File: src/rtl/gpu_pkg.sv
// Shared types and GPU register map for the APB command sequencer.
// The register addresses mirror the GPU's existing register definitions.
package gpu_pkg;

    localparam int APB_ADDR_W = 32;
    localparam int APB_DATA_W = 32;

    typedef struct packed {
        logic [APB_ADDR_W-1:0] addr;
        logic [APB_DATA_W-1:0] data;
    } apb_cmd_t;

    typedef enum logic [1:0] {
        S_IDLE,
        S_SETUP,
        S_ACCESS,
        S_GAP
    } seq_state_t;

    localparam logic [APB_ADDR_W-1:0] GPU_REG_CTRL   = 32'h0000_0000;
    localparam logic [APB_ADDR_W-1:0] GPU_REG_STATUS = 32'h0000_0004;
    localparam logic [APB_ADDR_W-1:0] GPU_REG_BASE   = 32'h0000_0008;
    localparam logic [APB_ADDR_W-1:0] GPU_REG_STRIDE = 32'h0000_000C;
    localparam logic [APB_ADDR_W-1:0] GPU_REG_WIDTH  = 32'h0000_0010;
    localparam logic [APB_ADDR_W-1:0] GPU_REG_HEIGHT = 32'h0000_0014;
    localparam logic [APB_ADDR_W-1:0] GPU_REG_COLOR  = 32'h0000_0018;
    localparam logic [APB_ADDR_W-1:0] GPU_REG_START  = 32'h0000_001C;

endpackage

File: src/rtl/cmd_fifo.sv
// Command queue: power-of-two ring buffer with registered count.
// A push into a full queue is accepted only when a pop frees a slot that cycle.
module cmd_fifo #(
    parameter int DEPTH = 8,
    parameter int WIDTH = 64
) (
    input  logic                     clk,
    input  logic                     n_rst,
    input  logic                     push_i,
    input  logic [WIDTH-1:0]         wdata_i,
    input  logic                     pop_i,
    output logic [WIDTH-1:0]         rdata_o,
    output logic                     full_o,
    output logic                     empty_o,
    output logic [$clog2(DEPTH):0]   count_o
);

    localparam int AW = $clog2(DEPTH);

    logic [WIDTH-1:0] mem_q [DEPTH];
    logic [AW-1:0]    wr_ptr_q, wr_ptr_d;
    logic [AW-1:0]    rd_ptr_q, rd_ptr_d;
    logic [AW:0]      count_q, count_d;
    logic             do_push, do_pop;

    assign full_o  = (count_q == (AW+1)'(DEPTH));
    assign empty_o = (count_q == '0);
    assign count_o = count_q;
    assign rdata_o = mem_q[rd_ptr_q];

    always_comb begin
        do_pop   = pop_i && !empty_o;
        do_push  = push_i && (!full_o || do_pop);
        wr_ptr_d = wr_ptr_q + AW'(do_push);
        rd_ptr_d = rd_ptr_q + AW'(do_pop);
        count_d  = count_q + (AW+1)'(do_push) - (AW+1)'(do_pop);
    end

    always_ff @(posedge clk or negedge n_rst) begin
        if (!n_rst) begin
            wr_ptr_q <= '0;
            rd_ptr_q <= '0;
            count_q  <= '0;
        end else begin
            wr_ptr_q <= wr_ptr_d;
            rd_ptr_q <= rd_ptr_d;
            count_q  <= count_d;
        end
    end

    always_ff @(posedge clk) begin
        if (do_push) mem_q[wr_ptr_q] <= wdata_i;
    end

endmodule

File: src/rtl/gpu_apb_sequencer.sv
// APB write master draining a command queue into the GPU register file,
// plus a pixel-stream monitor that reports pixel count and frame end.
module gpu_apb_sequencer
    import gpu_pkg::*;
#(
    parameter int ADDR_W = 32,
    parameter int DATA_W = 32,
    parameter int DEPTH  = 8,
    parameter int GAP    = 0,
    parameter int QUIET  = 16,
    parameter int CNT_W  = 20
) (
    input  logic                   clk,
    input  logic                   n_rst,
    input  logic                   cmd_push_i,
    input  logic [ADDR_W-1:0]      cmd_addr_i,
    input  logic [DATA_W-1:0]      cmd_data_i,
    output logic                   cmd_full_o,
    output logic [$clog2(DEPTH):0] cmd_count_o,
    output logic                   overflow_o,
    output logic [ADDR_W-1:0]      pAddr_o,
    output logic [DATA_W-1:0]      pDataWrite_o,
    output logic                   pSel_o,
    output logic                   pEnable_o,
    output logic                   pWrite_o,
    input  logic                   pReady_i,
    input  logic                   data_avail_i,
    output logic [CNT_W-1:0]       pixel_count_o,
    output logic                   frame_done_o,
    input  logic                   clear_i
);

    localparam int CW = $clog2(DEPTH) + 1;
    localparam int QW = $clog2(QUIET + 1);
    localparam int FW = ADDR_W + DATA_W;
    localparam logic [3:0] GAP_LAST = 4'(GAP > 0 ? GAP - 1 : 0);

    seq_state_t        state_q, state_d;
    logic [3:0]        gap_q, gap_d;
    logic [ADDR_W-1:0] addr_q, addr_d;
    logic [DATA_W-1:0] data_q, data_d;
    logic              ovf_q, ovf_d;
    logic [CNT_W-1:0]  pix_q, pix_d;
    logic [QW-1:0]     quiet_q, quiet_d;
    logic              seen_q, seen_d;
    logic              done_q, done_d;

    logic [FW-1:0]     head;
    logic              fifo_empty, pop, on_bus, more, active;

    cmd_fifo #(.DEPTH(DEPTH), .WIDTH(FW)) u_fifo (
        .clk     (clk),
        .n_rst   (n_rst),
        .push_i  (cmd_push_i),
        .wdata_i ({cmd_addr_i, cmd_data_i}),
        .pop_i   (pop),
        .rdata_o (head),
        .full_o  (cmd_full_o),
        .empty_o (fifo_empty),
        .count_o (cmd_count_o)
    );

    // Head entry stays in the queue until ACCESS completes, so it is stable
    // on the bus; the registers only hold the last value between transfers.
    assign on_bus       = (state_q == S_SETUP) || (state_q == S_ACCESS);
    assign pAddr_o      = on_bus ? head[FW-1:DATA_W] : addr_q;
    assign pDataWrite_o = on_bus ? head[DATA_W-1:0] : data_q;
    assign addr_d       = pAddr_o;
    assign data_d       = pDataWrite_o;

    assign more   = (cmd_count_o > CW'(1)) || cmd_push_i;
    assign active = data_avail_i || cmd_push_i || (state_q != S_IDLE);

    always_comb begin
        state_d   = state_q;
        gap_d     = gap_q;
        pop       = 1'b0;
        pSel_o    = 1'b0;
        pEnable_o = 1'b0;
        pWrite_o  = 1'b0;
        unique case (state_q)
            S_IDLE: begin
                if (!fifo_empty) state_d = S_SETUP;
            end
            S_SETUP: begin
                pSel_o   = 1'b1;
                pWrite_o = 1'b1;
                state_d  = S_ACCESS;
            end
            S_ACCESS: begin
                pSel_o    = 1'b1;
                pEnable_o = 1'b1;
                pWrite_o  = 1'b1;
                if (pReady_i) begin
                    pop = 1'b1;
                    if (GAP > 0) begin
                        state_d = S_GAP;
                        gap_d   = '0;
                    end else begin
                        state_d = more ? S_SETUP : S_IDLE;
                    end
                end
            end
            S_GAP: begin
                if (gap_q == GAP_LAST) begin
                    state_d = fifo_empty ? S_IDLE : S_SETUP;
                end else begin
                    gap_d = gap_q + 4'd1;
                end
            end
            default: state_d = S_IDLE;
        endcase
    end

    always_comb begin
        ovf_d = ovf_q || (cmd_push_i && cmd_full_o && !pop);
        if (clear_i) ovf_d = 1'b0;

        pix_d = pix_q;
        if (clear_i) pix_d = '0;
        else if (data_avail_i && (pix_q != '1)) pix_d = pix_q + CNT_W'(1);

        quiet_d = quiet_q;
        if (active) quiet_d = '0;
        else if (quiet_q != QW'(QUIET)) quiet_d = quiet_q + QW'(1);

        // Fires on the edge the quiet count reaches QUIET; saturation stops repeats.
        done_d = !active && (quiet_q == QW'(QUIET - 1)) && seen_q;

        seen_d = seen_q;
        if (clear_i) seen_d = 1'b0;
        else if (data_avail_i) seen_d = 1'b1;
        else if (done_d) seen_d = 1'b0;
    end

    always_ff @(posedge clk or negedge n_rst) begin
        if (!n_rst) begin
            state_q <= S_IDLE;
            gap_q   <= '0;
            addr_q  <= '0;
            data_q  <= '0;
            ovf_q   <= 1'b0;
            pix_q   <= '0;
            quiet_q <= '0;
            seen_q  <= 1'b0;
            done_q  <= 1'b0;
        end else begin
            state_q <= state_d;
            gap_q   <= gap_d;
            addr_q  <= addr_d;
            data_q  <= data_d;
            ovf_q   <= ovf_d;
            pix_q   <= pix_d;
            quiet_q <= quiet_d;
            seen_q  <= seen_d;
            done_q  <= done_d;
        end
    end

    assign overflow_o    = ovf_q;
    assign pixel_count_o = pix_q;
    assign frame_done_o  = done_q;

endmodule

File: config.mk
export PLATFORM = sky130hd
export DESIGN_NAME = gpu_apb_sequencer
export DESIGN_NICKNAME = d
export VERILOG_FILES = /design/src/rtl/gpu_pkg.sv /design/src/rtl/cmd_fifo.sv /design/src/rtl/gpu_apb_sequencer.sv
export SDC_FILE = /design/constraint.sdc
export NUM_CORES = 1
export LEC_CHECK = 0
export BUFFER_PORTS_ARGS = -buffer_cell sky130_fd_sc_hd__buf_2
export CORE_ASPECT_RATIO = 0.9
export CORE_MARGIN = 3
export CORE_UTILIZATION = 35
export CTS_BUF_LIST = sky130_fd_sc_hd__clkbuf_8
export DETAILED_ROUTE_END_ITERATION = 8
export GPL_TIMING_DRIVEN = 0
export MAX_ROUTING_LAYER = met4
export PLACE_DENSITY_LB_ADDON = 0.2
export SETUP_SLACK_MARGIN = 0.3
export SLEW_MARGIN = 20
export SYNTH_ARGS = -nofsm -noshare
export SYNTH_HDL_FRONTEND = slang
export SYNTH_SLANG_ARGS = --single-unit
File: constraint.sdc
create_clock -name clk -period 8.61 [get_ports clk]
set_input_delay 0 -clock clk [delete_from_list [all_inputs] [get_ports clk]]
set_output_delay 0 -clock clk [all_outputs]
set_load 0.05 [all_outputs]
# --- Word-level counts from Yosys, hierarchy flattened ---
# Memories as Yosys holds them, arrays and structs flattened.
# Index checks and enable logic that the tools add are counted.
classes:
  eq_ne: 10
  n_bitwise: 1
  add_sub_neg: 7
  magnitude_cmp: 1
  reduce_logical: 27
  mux: 22
op_table:
  columns: ["op", "count"]
  rows:
  - ["$mux 32", 2]
  - ["$mux 20", 2]
  - ["$add 20x1->20 const B", 1]
  - ["$ne 20x20->1 const B", 1]
  - ["$mux 1", 12]
  - ["$mux 5", 2]
  - ["$logic_not 4->1", 2]
  - ["$pmux 2 s4", 1]
  - ["$logic_and 1x1->1", 7]
  - ["$add 3x1->3", 2]
  - ["$logic_or 1x1->1", 6]
  - ["$mux 2", 3]
  - ["$ne 2x2->1 const B", 3]
  - ["$reduce_bool 2->1", 3]
  - ["$add 5x1->5 const B", 1]
  - ["$eq 5x4->1 const B", 1]
  - ["$ne 5x5->1 const B", 1]
  - ["$add 4x1->4", 1]
  - ["$add 4x1->4 const B", 1]
  - ["$eq 2x2->1 const B", 2]
  - ["$eq 4x4->1 const B", 1]
  - ["$gt 4x1->1 const B", 1]
  - ["$logic_not 1->1", 4]
  - ["$sub 4x1->4", 1]
  - ["7 further kinds", 7]
totals:
  out_inout_bits: 94
  in_bits: 70
  mem_count: 1
  wordCells: 81
  register_bits: 108
  mem_bits_rw: 512
memory_table:
  columns: ["memory", "depth", "word_bits", "read_ports", "rd_clocked_by_memory_dff", "write_ports", "line_no", "source"]
  rows:
  - ["u_fifo.mem_q", 8, 64, 1, 0, 1, "cmd_fifo.sv:20", "logic [WIDTH-1:0] mem_q [DEPTH];"]

# --- Logic depth before layout (Yosys ltp) ---
# Gate-level depths: netlist (run 1).
depth:
  depth_word: 8
  mapped_depth: 10
  depth_no_buf: 10

# --- Modules after synthesis ---
# From an unflattened synthesis (run 1), not the netlist that was laid out.
unflattened:
  cells_unflattened: 1128
  hier_area_um2: 24240.7
by_module_without_submodules:
  columns: ["module", "cells_per_inst", "n_inst", "seq_area_each_um2", "area_each_um2"]
  rows:
  - ["cmd_fifo", 790, 1, 15625.0, 19790.2]
  - ["gpu_apb_sequencer", 338, 1, 2452.4, 4450.5]

# --- Worst setup path before layout (run 1) ---
# Ideal clock, no wire load.
synth_timing:
  path_type: "reg-to-reg"
  start: "register u_fifo.count_q[2], in the netlist u_fifo.count_o[2]"
  end: "memory u_fifo.mem_q[1][0], enable pin"
  synth_period_minus_slack_ns: 6.814
  arrival_time_ns: 6.249
  setup_time_ns: 0.565
  path_buffers: 0
  setup_slack_ns: 1.796
  required_ns: 8.045
  stages_incl_launch_ff: 7
  path_cell_list: "dfrtp_1 -> inv_1 -> ha_1 -> nor3b_1 -> a21boi_0 -> nand2_1 -> nor3_1"
synth_via:
  word_cells_on_any_way: 9
  classes_between: "1 x eq/ne; 2 x mux; 6 x reduce/logical"
synth_lines:
  columns: ["element", "line_no", "source"]
  rows:
  - ["start, declared", "cmd_fifo.sv:23", "logic [AW:0] count_q, count_d;"]
  - ["start signal, assigned", "cmd_fifo.sv:47", "count_q <= count_d;"]
  - ["$eq 4x4->1", "cmd_fifo.sv:26", "assign full_o = (count_q == (AW+1)'(DEPTH));"]
  - ["net cmd_full_o", "gpu_apb_sequencer.sv:18", "output logic cmd_full_o,"]
  - ["$logic_not 1->1", "cmd_fifo.sv:33", "do_push = push_i && (!full_o || do_pop);"]
  - ["$logic_or 1x1->1", "cmd_fifo.sv:33", null]
  - ["$logic_and 1x1->1", "cmd_fifo.sv:33", null]
  - ["$mux 1", "cmd_fifo.sv:52", "if (do_push) mem_q[wr_ptr_q] <= wdata_i;"]
  - ["$mux 1 (not written as such)", "cmd_fifo.sv:52", null]
  - ["end, declared", "cmd_fifo.sv:20", null]
# The timed path passes the listed nets, and every way through them passes these cells.

# --- Worst setup path in the final report (run 1) ---
layout_timing:
  start: "register state_q[1]"
  end: "output port pAddr_o[16]"
layout_via:
  elab_chain_len: 3
  word_cells_on_any_way: 4
  classes_between: "2 x eq/ne; 1 x mux; 1 x reduce/logical"
layout_lines:
  columns: ["element", "line_no", "source"]
  rows:
  - ["start, declared", "gpu_apb_sequencer.sv:38", "seq_state_t state_q, state_d;"]
  - ["start signal, assigned", "gpu_apb_sequencer.sv:148", "state_q <= state_d;"]
  - ["$eq 2x1->1 or $eq 2x2->1 (tied branches)", "gpu_apb_sequencer.sv:65", "assign on_bus = (state_q == S_SETUP) || (state_q == S_ACCESS);"]
  - ["$logic_or 1x1->1 *", "gpu_apb_sequencer.sv:65", null]
  - ["$mux 32 *", "gpu_apb_sequencer.sv:66", "assign pAddr_o = on_bus ? head[FW-1:DATA_W] : addr_q;"]
  - ["end, declared", "gpu_apb_sequencer.sv:21", "output logic [ADDR_W-1:0] pAddr_o,"]
# Every way passes the cells marked *; elsewhere a longest branch is shown, timed or not.

==> impl_metrics.json, run 1 <==
{
  "global_route_wire_length_before_repair_mm": 83.8,
  "cts_buffer_depth": 3,
  "tritoncts.num_buffers": 102,
  "num_vias": 12500,
  "worst-endpoint-required_ns": 8.61,
  "post-synth-top-area-cell": "edfxtp_1",
  "final_max_slew_viol_count": 0,
  "grt_overflow_total": 0,
  "wirelength_mm": 55.3,
  "timing.final.hold_violations": 0,
  "die_ar_sq_um": 71400,
  "cp_data_arrival_time_ns": 3.68,
  "die_h_um": 254,
  "synth_seq_cells": 620,
  "ys.warnings.count": 0,
  "synth.top_cell.area_share_pct": 64.4,
  "final_nets": 1677,
  "dpl-instance-area_sq_um": 26500,
  "postCtsSetupBuffers": 0,
  "yosysMostFrequentCell": "edfxtp_1",
  "clockRootBuffer": "clkbuf_8",
  "fin_util_pct": 43.7,
  "total_leakage_power_nw": 10.5,
  "clock-skew-final_ns": 0.0666,
  "period_minus_slack_ns": 3.68,
  "critical_path.top_delay_family": "buffers and inverters",
  "timing.critical_path.from": "state_q[1]",
  "post_placement_cell_count": 2281,
  "routed_via_density": 4.88,
  "max_slew.worst_pin.slew_ns": 1.06,
  "synthArstFlopShare_pct": 17.4,
  "synthesis.nets": 1295,
  "post-route-worst-setup-slack_ns": 4.93,
  "coreArea_sq_um": 67200,
  "floorplan.initialDensity_pct": 35.5,
  "drive_above_1_share_pct": 31.3,
  "crit_path_end_kind": "output port",
  "synth_edf_count": 512,
  "final-instance-count-excl-fill": 2558,
  "run_status": "complete, no violations",
  "port-buffer-count": 163,
  "wl_per_cell_um": 21.6,
  "clock_latency_ns": 0.71,
  "placementRows": 90,
  "postSynthCellCount": 1202,
  "clock_tree_from_tritoncts": "yes",
  "max-cap-violations": 0,
  "post-place-ws_ns": 5.00,
  "max-slew-margin-rel_pct": 29.4,
  "timing.critical_path.fanout_max": 10,
  "yosysUniqueCellTypes": 51,
  "critPathBufInv": 4,
  "postRouteAntennaNets": 0,
  "cpPeakStageDelay_ns": 0.82,
  "antenna_violations_before_repair": 11,
  "synth.yosys.seq_area_share_pct": 75.7,
  "synth_area_sq_um": 23900,
  "boundaryPins": 164,
  "critical_path_class": "reg -> out",
  "vdd_ir_drop_max_uv": 359,
  "flow.area_growth_from_synthesis_pct": 23.0,
  "groute.usage.overall_pct": 16.3,
  "cell_types_occupying_the_most_area_after_synthesis": "edfxtp_1, mux4_2, dfrtp_1, mux2i_1, a21oi_1",
  "clk_pin_slew_ns": 0.06,
  "syn-mean-instance-area_sq_um": 19.9,
  "finalWeightedCongestion": 0.805,
  "final.hold.worst_slack_ns": 0.0910,
  "clkSinkCount": 620,
  "setup_viol": 0,
  "number_of_global_route_vias_before_repair": 13300,
  "category_of_the_worst_setup_path_launch_point": "flop",
  "die_x_um": 281,
  "fin_area_sq_um": 29400,
  "drtIter0Drc": 840,
  "post-route-drc-count": 0,
  "cp_common_cell": "clkbuf_1",
  "post-route-period-util_pct": 42.7,
  "synth-main-ff-cell": "edfxtp_1",
  "max_clock_freq_mhz": 272,
  "cts_max_level": 3,
  "timing.rr.start": "u_fifo.count_o[2]",
  "worst_path_max_delay_cell": "clkbuf_1",
  "rsz0062_at_grt": "no",
  "power.density_cell_area_nw_per_um2": 382,
  "hpwlAfterDp_mm": 35.2,
  "grt_max_degree": 80,
  "holdCritStartpoint": "cmd_data_i[18]",
  "class_of_the_tightest_hold_or_removal_check": "in -> reg",
  "critical_path.cell_chain": "inv_1, ha_1, clkbuf_1, clkbuf_1, nor2_1, a21oi_1, buf_2",
  "drt_first_pass_iters": 5,
  "post_synth_most_frequent_cells": "edfxtp_1, mux4_2, dfrtp_1"
}
## cells by family after synthesis
family	count (synthesis)	share of synthesized area, %
adder cells (fa/ha/maj)	23	1.24
AND/OR/NAND/NOR	165	3.38
flip-flops	620	75.7
XOR/XNOR	10	0.367
buffers and inverters	73	1.32
multiplexers	209	15.5
AO/OA/AOI/OAI	102	2.43
## stage by stage
stage	setup TNS (ns)	power [mW]
after floorplan	0	7.34
after global routing	0	11.8
final	0	11.2
after detailed placement	0	8.82
after CTS	0	11.4
after global placement	-436.07	8.69
## power breakdown
part | switching (mW) | leakage (nW) | total, mW | internal, mW
clock | 1.19 | 1.22 | 2.52 | 1.33
sequential | 0.128 | 5.95 | 3.97 | 3.84
combinational | 3.28 | 3.38 | 4.72 | 1.43
total | 4.60 | 10.5 | 11.2 | 6.60
## flip-flops by register name, summed over array words and instances (netlist names)
signal	cells
pixel_count_o	20
seen_q	1
u_fifo.mem_q	512
gap_q	4
state_q	2
addr_q	32
frame_done_o	1
u_fifo.count_o	4
u_fifo.wr_ptr_q	3
overflow_o	1
u_fifo.rd_ptr_q	3
data_q	32
quiet_q	5
## worst paths after layout
kind,slack (ns),cells after the start,to
worst min-delay path,0.09,2,u_fifo.mem_q[2][18]
worst max register to register,5.06,10,u_fifo.mem_q[0][4]
min in group asynchronous,0.40,4,data_q[30]
worst min register to register,0.49,1,gap_q[3]
worst max-delay path,4.93,7,pAddr_o[16]
max in group asynchronous,7.71,4,addr_q[13]
## routing by layer
layer,share of wire (%),global-route usage (%),up-vias
met1,47,22.9,6457
li1,-,-,5623
met2,45,24.0,317
met5,0,-,-
met3,5.6,3.58,90
met4,2.1,4.54,0
## what timing repair did
item / 4_1_cts / 5_1_grt
hold endpoints to repair: 645 / 0
hold buffers: 73 / 0
resized for setup: 0 / 0
endpoints found under the setup margin: 0 / 0
## placed cells by master, fill, tap and decap left out, types with 3 or more instances in the layout
master and instances:
a211oi_1 3, a21oi_1 78, and2_1 3, and3_1 5
and4_1 3, buf_1 8, buf_12 11, buf_16 11
buf_2 179, buf_4 19, buf_6 6, clkbuf_1 27
clkbuf_8 122, clkinv_1 8, clkinv_2 9, dfrtp_1 108
diode_2 12, dlygate4sd3_1 72, edfxtp_1 512, ha_1 22
inv_1 61, mux2_2 12, mux2i_1 67, mux4_2 128
nand2_1 14, nand2b_1 3, nand3_1 8, nand4_1 7
nor2_1 85, nor2_4 6, nor2b_1 13, nor3_1 5
xnor2_1 5, xor2_1 5
## layout make-up
| type | count | area [sq um] |
|---|---|---|
| timing repair buffer | 278 | 2250 |
| clock inverter | 70 | 382 |
| fill | 5918 | 37900 |
| clock buffer | 122 | 1680 |
| antenna | 12 | 30.0 |
| multi-input combinational | 509 | 5540 |
| buffer | 56 | 250 |
| inverter | 17 | 63.8 |
| sequential | 620 | 18100 |
| tap | 874 | 1090 |
Note: power is estimated with default switching activity, not from simulation.
==> run 2: changes to the inputs <==
clock period = 3.7 ns   (was 8.61 ns; I/O delays follow)
==> impl_metrics.json, run 2 (synthesized netlist as in run 1, its figures left out) <==
{
  "run_status": "complete, no violations",
  "global_route_wire_length_before_repair_mm": 83.5,
  "critical_path_class": "reg -> out",
  "flip_flop_count_of_the_largest_register_after_layout": 512,
  "boundaryPins": 164,
  "cp_data_arrival_time_ns": 3.19,
  "most-common-layout-cells": "edfxtp_1, buf_2, mux4_2",
  "cts_max_level": 3,
  "vdd_ir_drop_max_uv": 833,
  "routed_via_density": 4.87,
  "category_of_the_worst_setup_path_launch_point": "flop",
  "hpwlAfterDp_mm": 35.3,
  "clockRootBuffer": "clkbuf_8",
  "layout.area.seq_sq_um": 18100,
  "post-route-period-util_pct": 86.2,
  "clkSinkCount": 620,
  "postCtsSetupBuffers": 0,
  "placementRows": 90,
  "max_clock_freq_mhz": 314,
  "grt_overflow_total": 0,
  "post-route-drc-count": 0,
  "antenna_violations_before_repair": 6,
  "total_leakage_power_nw": 10.6,
  "die_x_um": 281,
  "clk_pin_slew_ns": 0.06,
  "max-cap-violations": 0,
  "flow.area_growth_from_synthesis_pct": 23.6,
  "period_minus_slack_ns": 3.19,
  "final_max_slew_viol_count": 0,
  "timing.final.hold_violations": 0,
  "drt_first_pass_iters": 6,
  "biggestRegsByFlops": "u_fifo.mem_q (512), addr_q (32), data_q (32)",
  "power.density_cell_area_nw_per_um2": 884,
  "final.hold.worst_slack_ns": 0.109,
  "fin_area_sq_um": 29500,
  "floorplan.initialDensity_pct": 35.5,
  "wl_per_cell_um": 21.7,
  "r2r_setup_slk_ns": 0.73,
  "final_nets": 1673,
  "max-slew-margin-rel_pct": 32.1,
  "multi_input_area_sq_um": 5590,
  "setup_viol": 0,
  "port-buffer-count": 163,
  "timing.critical_path.fanout_max": 10,
  "grt_max_degree": 68,
  "total_power_mw": 26.1,
  "commonest_non_fill_non_tap_cell_in_the_layout": "edfxtp_1",
  "finalWeightedCongestion": 0.791,
  "postRouteAntennaNets": 0,
  "worst-endpoint-required_ns": 3.70,
  "num_vias": 12400,
  "clock-skew-final_ns": 0.0260,
  "fin_util_pct": 43.9,
  "coreArea_sq_um": 67200,
  "tritoncts.num_buffers": 101,
  "dpl-instance-area_sq_um": 26700,
  "cts_buffer_depth": 3,
  "drive_above_1_share_pct": 31.6,
  "drtIter0Drc": 869,
  "groute.usage.overall_pct": 16.2,
  "wirelength_mm": 55.4,
  "crit_path_end_kind": "output port",
  "rsz0062_at_grt": "no",
  "max_slew.worst_pin.slew_ns": 1.02,
  "die_ar_sq_um": 71400,
  "clock_latency_ns": 0.70,
  "clock_tree_from_tritoncts": "yes",
  "number_of_global_route_vias_before_repair": 13200,
  "max_flop_register": "u_fifo.mem_q",
  "class_of_the_tightest_hold_or_removal_check": "in -> reg",
  "die_h_um": 254,
  "fillerInstances": 5850
}
run 2: final timing paths:
| check | cells after the start | from | end |
|---|---|---|---|
| setup / recovery | 6 | state_q[1] | pAddr_o[18] |
| hold / removal | 2 | cmd_data_i[8] | u_fifo.mem_q[3][8] |
| setup reg to reg | 10 | state_q[0] | u_fifo.mem_q[1][12] |
| hold reg to reg | 1 | gap_q[3] | gap_q[3] |
| max in group asynchronous | 4 | n_rst | addr_q[24] |
| min in group asynchronous | 4 | n_rst | gap_q[2] |
run 2: timing repair:
item / in CTS / in global routing
resized for setup: 8 / 2
pin swaps: 0 / 0
endpoints found under the setup margin: 64 / 2
hold endpoints to repair: 653 / 0
hold buffers: 73 / 0
run 2: where the power goes:
group | total, mW | switching (mW) | internal, mW
logic | 11.1 | 7.65 | 3.44
clock network | 5.74 | 2.75 | 2.99
registers | 9.25 | 0.316 | 8.93
total | 26.1 | 10.7 | 15.4
run 2: layout make-up:
class	count	area share, %
multi-input combinational	509	19.0
tap	874	3.71
timing repair buffer	275	8.14
buffer	56	0.890
antenna	7	0.0594
clock inverter	75	1.31
inverter	17	0.216
sequential	620	61.3
clock buffer	117	5.46
run 2: worst max-delay path, stage by stage (launching register included):
cell and delay (ns):
dfrtp_1 0.40, inv_1 0.11, ha_1 0.42, clkbuf_4 0.36, clkbuf_1 0.61, a21oi_1 0.28, buf_2 0.29
run 2: metal layers:
layer	vias to the layer above	part of all wire, %	global-route usage [%]
li1	5609	-	-
met5	-	0	-
met3	80	5.2	3.86
met4	0	1.7	4.04
met2	276	48	25.1
met1	6454	45	21.8
run 2: metrics by stage:
stage | worst slack (ns) | TNS (ns) | instances
CTS | 0.368 | 0 | 2543
global placement | -1.62 | -266.01 | 2239
floorplan | 0.262 | 0 | 1202
global route | 0.308 | 0 | 2549
finish | 0.511 | 0 | 2550
detailed placement | 0.440 | 0 | 2278
==> run 3: changes to the inputs <==
ABC_AREA = 1   (was unset)
SYNTH_HIERARCHICAL = 1   (was unset)
==> impl_metrics.json, run 3 <==
{
  "min_delay_worst_endpoint": "u_fifo/mem_q[5][62]",
  "number_of_global_route_vias_before_repair": 18800,
  "cts_buffer_depth": 3,
  "finalWeightedCongestion": 0.831,
  "clkSinkCount": 620,
  "synthesis.nets": 2791,
  "cp_data_arrival_time_ns": 3.42,
  "run_status": "complete, no violations",
  "syn-mean-instance-area_sq_um": 10.2,
  "category_of_the_worst_setup_path_launch_point": "flop",
  "port-buffer-count": 163,
  "num_vias": 18800,
  "timing.rr.start": "state_q[0]",
  "worst_path_max_delay_cell": "nor2_4",
  "cell_types_occupying_the_most_area_after_synthesis": "edfxtp_1, nand2_1, dfrtp_1, inv_1, nand3_1",
  "flip_flop_count_of_the_largest_register_after_layout": 512,
  "wl_per_cell_um": 17.2,
  "synth_edf_count": 512,
  "worst-endpoint-required_ns": 4.10,
  "crit_path_end_kind": "flop",
  "clock_tree_from_tritoncts": "yes",
  "r2r_setup_slk_ns": 0.69,
  "final_nets": 3161,
  "hold_path_depth": 2,
  "post-route-drc-count": 0,
  "max-cap-violations": 0,
  "post-route-period-util_pct": 81.4,
  "yosysMostFrequentCell": "nand2_1",
  "cts_repair_resize_count": 0,
  "wirelength_mm": 71.9,
  "postSynthCellCount": 2700,
  "tritoncts.num_buffers": 103,
  "synth_seq_cells": 620,
  "period_minus_slack_ns": 3.01,
  "power.sequential.fraction_pct": 32.3,
  "total_power_mw": 28.7,
  "holdCritStartpoint": "cmd_addr_i[30]",
  "floorplan.initialDensity_pct": 35.7,
  "coreArea_sq_um": 76900,
  "clock_power_share_pct": 20.8,
  "class_of_the_tightest_hold_or_removal_check": "in -> reg",
  "die_x_um": 301,
  "groute.usage.overall_pct": 18.1,
  "pwr-share-comb_pct": 47.0,
  "final.hold.worst_slack_ns": 0.0968,
  "synth_area_sq_um": 27400,
  "commonest_non_fill_non_tap_cell_in_the_layout": "nand2_1",
  "post-synth-top-area-cell": "edfxtp_1",
  "power.share.switching_pct": 44.4,
  "synth.yosys.seq_area_share_pct": 66.0,
  "flow.area_growth_from_synthesis_pct": 20.7,
  "most-common-layout-cells": "nand2_1, inv_1, edfxtp_1",
  "biggestRegsByFlops": "u_fifo/mem_q (512), addr_q (32), data_q (32)",
  "final_max_slew_viol_count": 0,
  "total_leakage_power_nw": 15.4,
  "clockRootBuffer": "clkbuf_8",
  "vdd_ir_drop_max_uv": 1330,
  "synth.top_cell.area_share_pct": 56.1,
  "reported_net_switching_power_mw": 12.7,
  "ys.warnings.count": 6,
  "yosysUniqueCellTypes": 36,
  "max-slew-margin-rel_pct": 45.5,
  "clock-skew-final_ns": 0.0433,
  "drive_above_1_share_pct": 16.5,
  "grt_overflow_total": 0,
  "critPathBufInv": 4,
  "drtIter0Drc": 1103,
  "rsz0062_at_grt": "no",
  "critical_path.top_delay_family": "simple AND/OR/NAND/NOR gates",
  "critical_path_class": "reg -> reg",
  "boundaryPins": 164,
  "setup_viol": 0,
  "max_slew.worst_pin.slew_ns": 0.816,
  "drt_first_pass_iters": 5,
  "timing.reg2reg.worst_path_depth": 10,
  "cp_common_cell": "nand2_1",
  "regToRegEndpoint": "u_fifo/mem_q[1][54]",
  "critical_path.cell_chain": "inv_1, ha_1, nand2_1, inv_1, nand2_1, nand2_1, nand2_1, nor2_4, buf_16, buf_12",
  "routed_via_density": 4.47,
  "synth-main-ff-cell": "edfxtp_1",
  "max_flop_register": "u_fifo/mem_q",
  "antenna_violations_before_repair": 8,
  "postCtsSetupBuffers": 0,
  "placementRows": 96,
  "hpwlAfterDp_mm": 47.2,
  "grt_max_degree": 67,
  "cts_max_level": 3,
  "p_int_mw": 15.9,
  "clk_pin_slew_ns": 0.06,
  "die_h_um": 271,
  "power.density_cell_area_nw_per_um2": 867,
  "max_clock_freq_mhz": 332,
  "post_synth_most_frequent_cells": "nand2_1, inv_1, edfxtp_1",
  "clock_latency_ns": 0.72,
  "postRouteAntennaNets": 0,
  "cpPeakStageDelay_ns": 0.68,
  "timing.critical_path.fanout_max": 18,
  "hold_buffers": 74,
  "synthArstFlopShare_pct": 17.4,
  "die_ar_sq_um": 81700,
  "timing.final.hold_violations": 0,
  "global_route_wire_length_before_repair_mm": 110
}
-- run 3: changes by cell type after synthesis, moves of 43 or more --
cell	previous run	this run
buf_2	17	60
mux2i_1	67	0
a21oi_1	78	14
nand2_1	14	905
mux4_2	128	0
inv_1	17	559
mux2_2	12	64
nand3_1	8	299
-- run 3: per-stage QoR --
step	TNS, ns	util, %	area [sq um]	setup WS [ns]	instances
finish	0	43.0	33100	0.688	4194
global route	0	43.0	33100	0.463	4194
CTS	0	43.0	33100	0.535	4186
detailed placement	0	39.3	30200	0.678	3920
global placement	-808.57	38.4	29500	-1.63	3892
floorplan	-45.15	-	27400	-0.0882	2700
-- run 3: worst max-delay path by stage --
stage / depth (start not counted) / startpoint / slack [ns] / endpoint
4_1_cts: 7 / state_q[0] / 0.53 / pAddr_o[21]
6_report: 10 / state_q[0] / 0.69 / u_fifo/mem_q[1][54]
2_1_floorplan: 7 / u_fifo/count_o[2] / -0.09 / u_fifo/mem_q[0][0]
3_3_place_gp: 8 / state_q[0] / -1.63 / u_fifo/mem_q[3][54]
5_1_grt: 10 / state_q[0] / 0.46 / u_fifo/mem_q[1][54]
3_5_place_dp: 10 / state_q[0] / 0.68 / u_fifo/mem_q[1][54]
-- run 3: metal layers --
layer,global-route usage [%],part of all wire (%),vias up
li1,-,-,9245
met1,23.7,45,8898
met2,28.7,47,470
met3,3.33,5.4,138
met4,5.56,2.5,0
met5,-,0,-
-- run 3: kinds of logic (layout without fill, tap and decap cells) --
kind of cell | after synthesis | count (layout) | share of synthesized area [%]
xor+xnor | 12 | 12 | 0.383
buf+inv | 674 | 1131 | 10.2
compound gates | 34 | 34 | 0.735
flops | 620 | 620 | 66.0
simple gates | 1275 | 1275 | 19.1
mux | 64 | 64 | 2.63
other cells | 0 | 8 | 0
fa+ha+maj | 21 | 21 | 0.986
-- run 3: worst reg2reg max path, cell delays in order (launching register included) --
cell     delay, ns
dfrtp_1       0.40
inv_1         0.13
ha_1          0.20
nand2_1       0.10
inv_1         0.06
nand2_1       0.11
nand2_1       0.09
nand2_1       0.44
nor2_4        0.68
buf_16        0.25
buf_12        0.20
-- run 3: power by group through the flow --
stage	Clock (mW)	Sequential, mW	Combinational (mW)
2_1_floorplan	0	9.45	9.18
3_3_place_gp	0	9.46	13.0
3_5_place_dp	0	9.39	13.5
4_1_cts	6.16	9.25	13.7
5_1_grt	6.47	9.35	14.6
6_report	5.95	9.25	13.5
-- run 3: area by class of cell --
cell class / instances / area, sq um
fillers: 7283 / 43800
flip-flops and latches: 620 / 18100
multi-input cells: 1406 / 6600
repair buffers: 265 / 2230
inverters: 562 / 2110
clock buffers: 128 / 1760
well taps: 1029 / 1290
plain buffers: 112 / 677
clock inverters: 64 / 309
diodes: 8 / 20.0
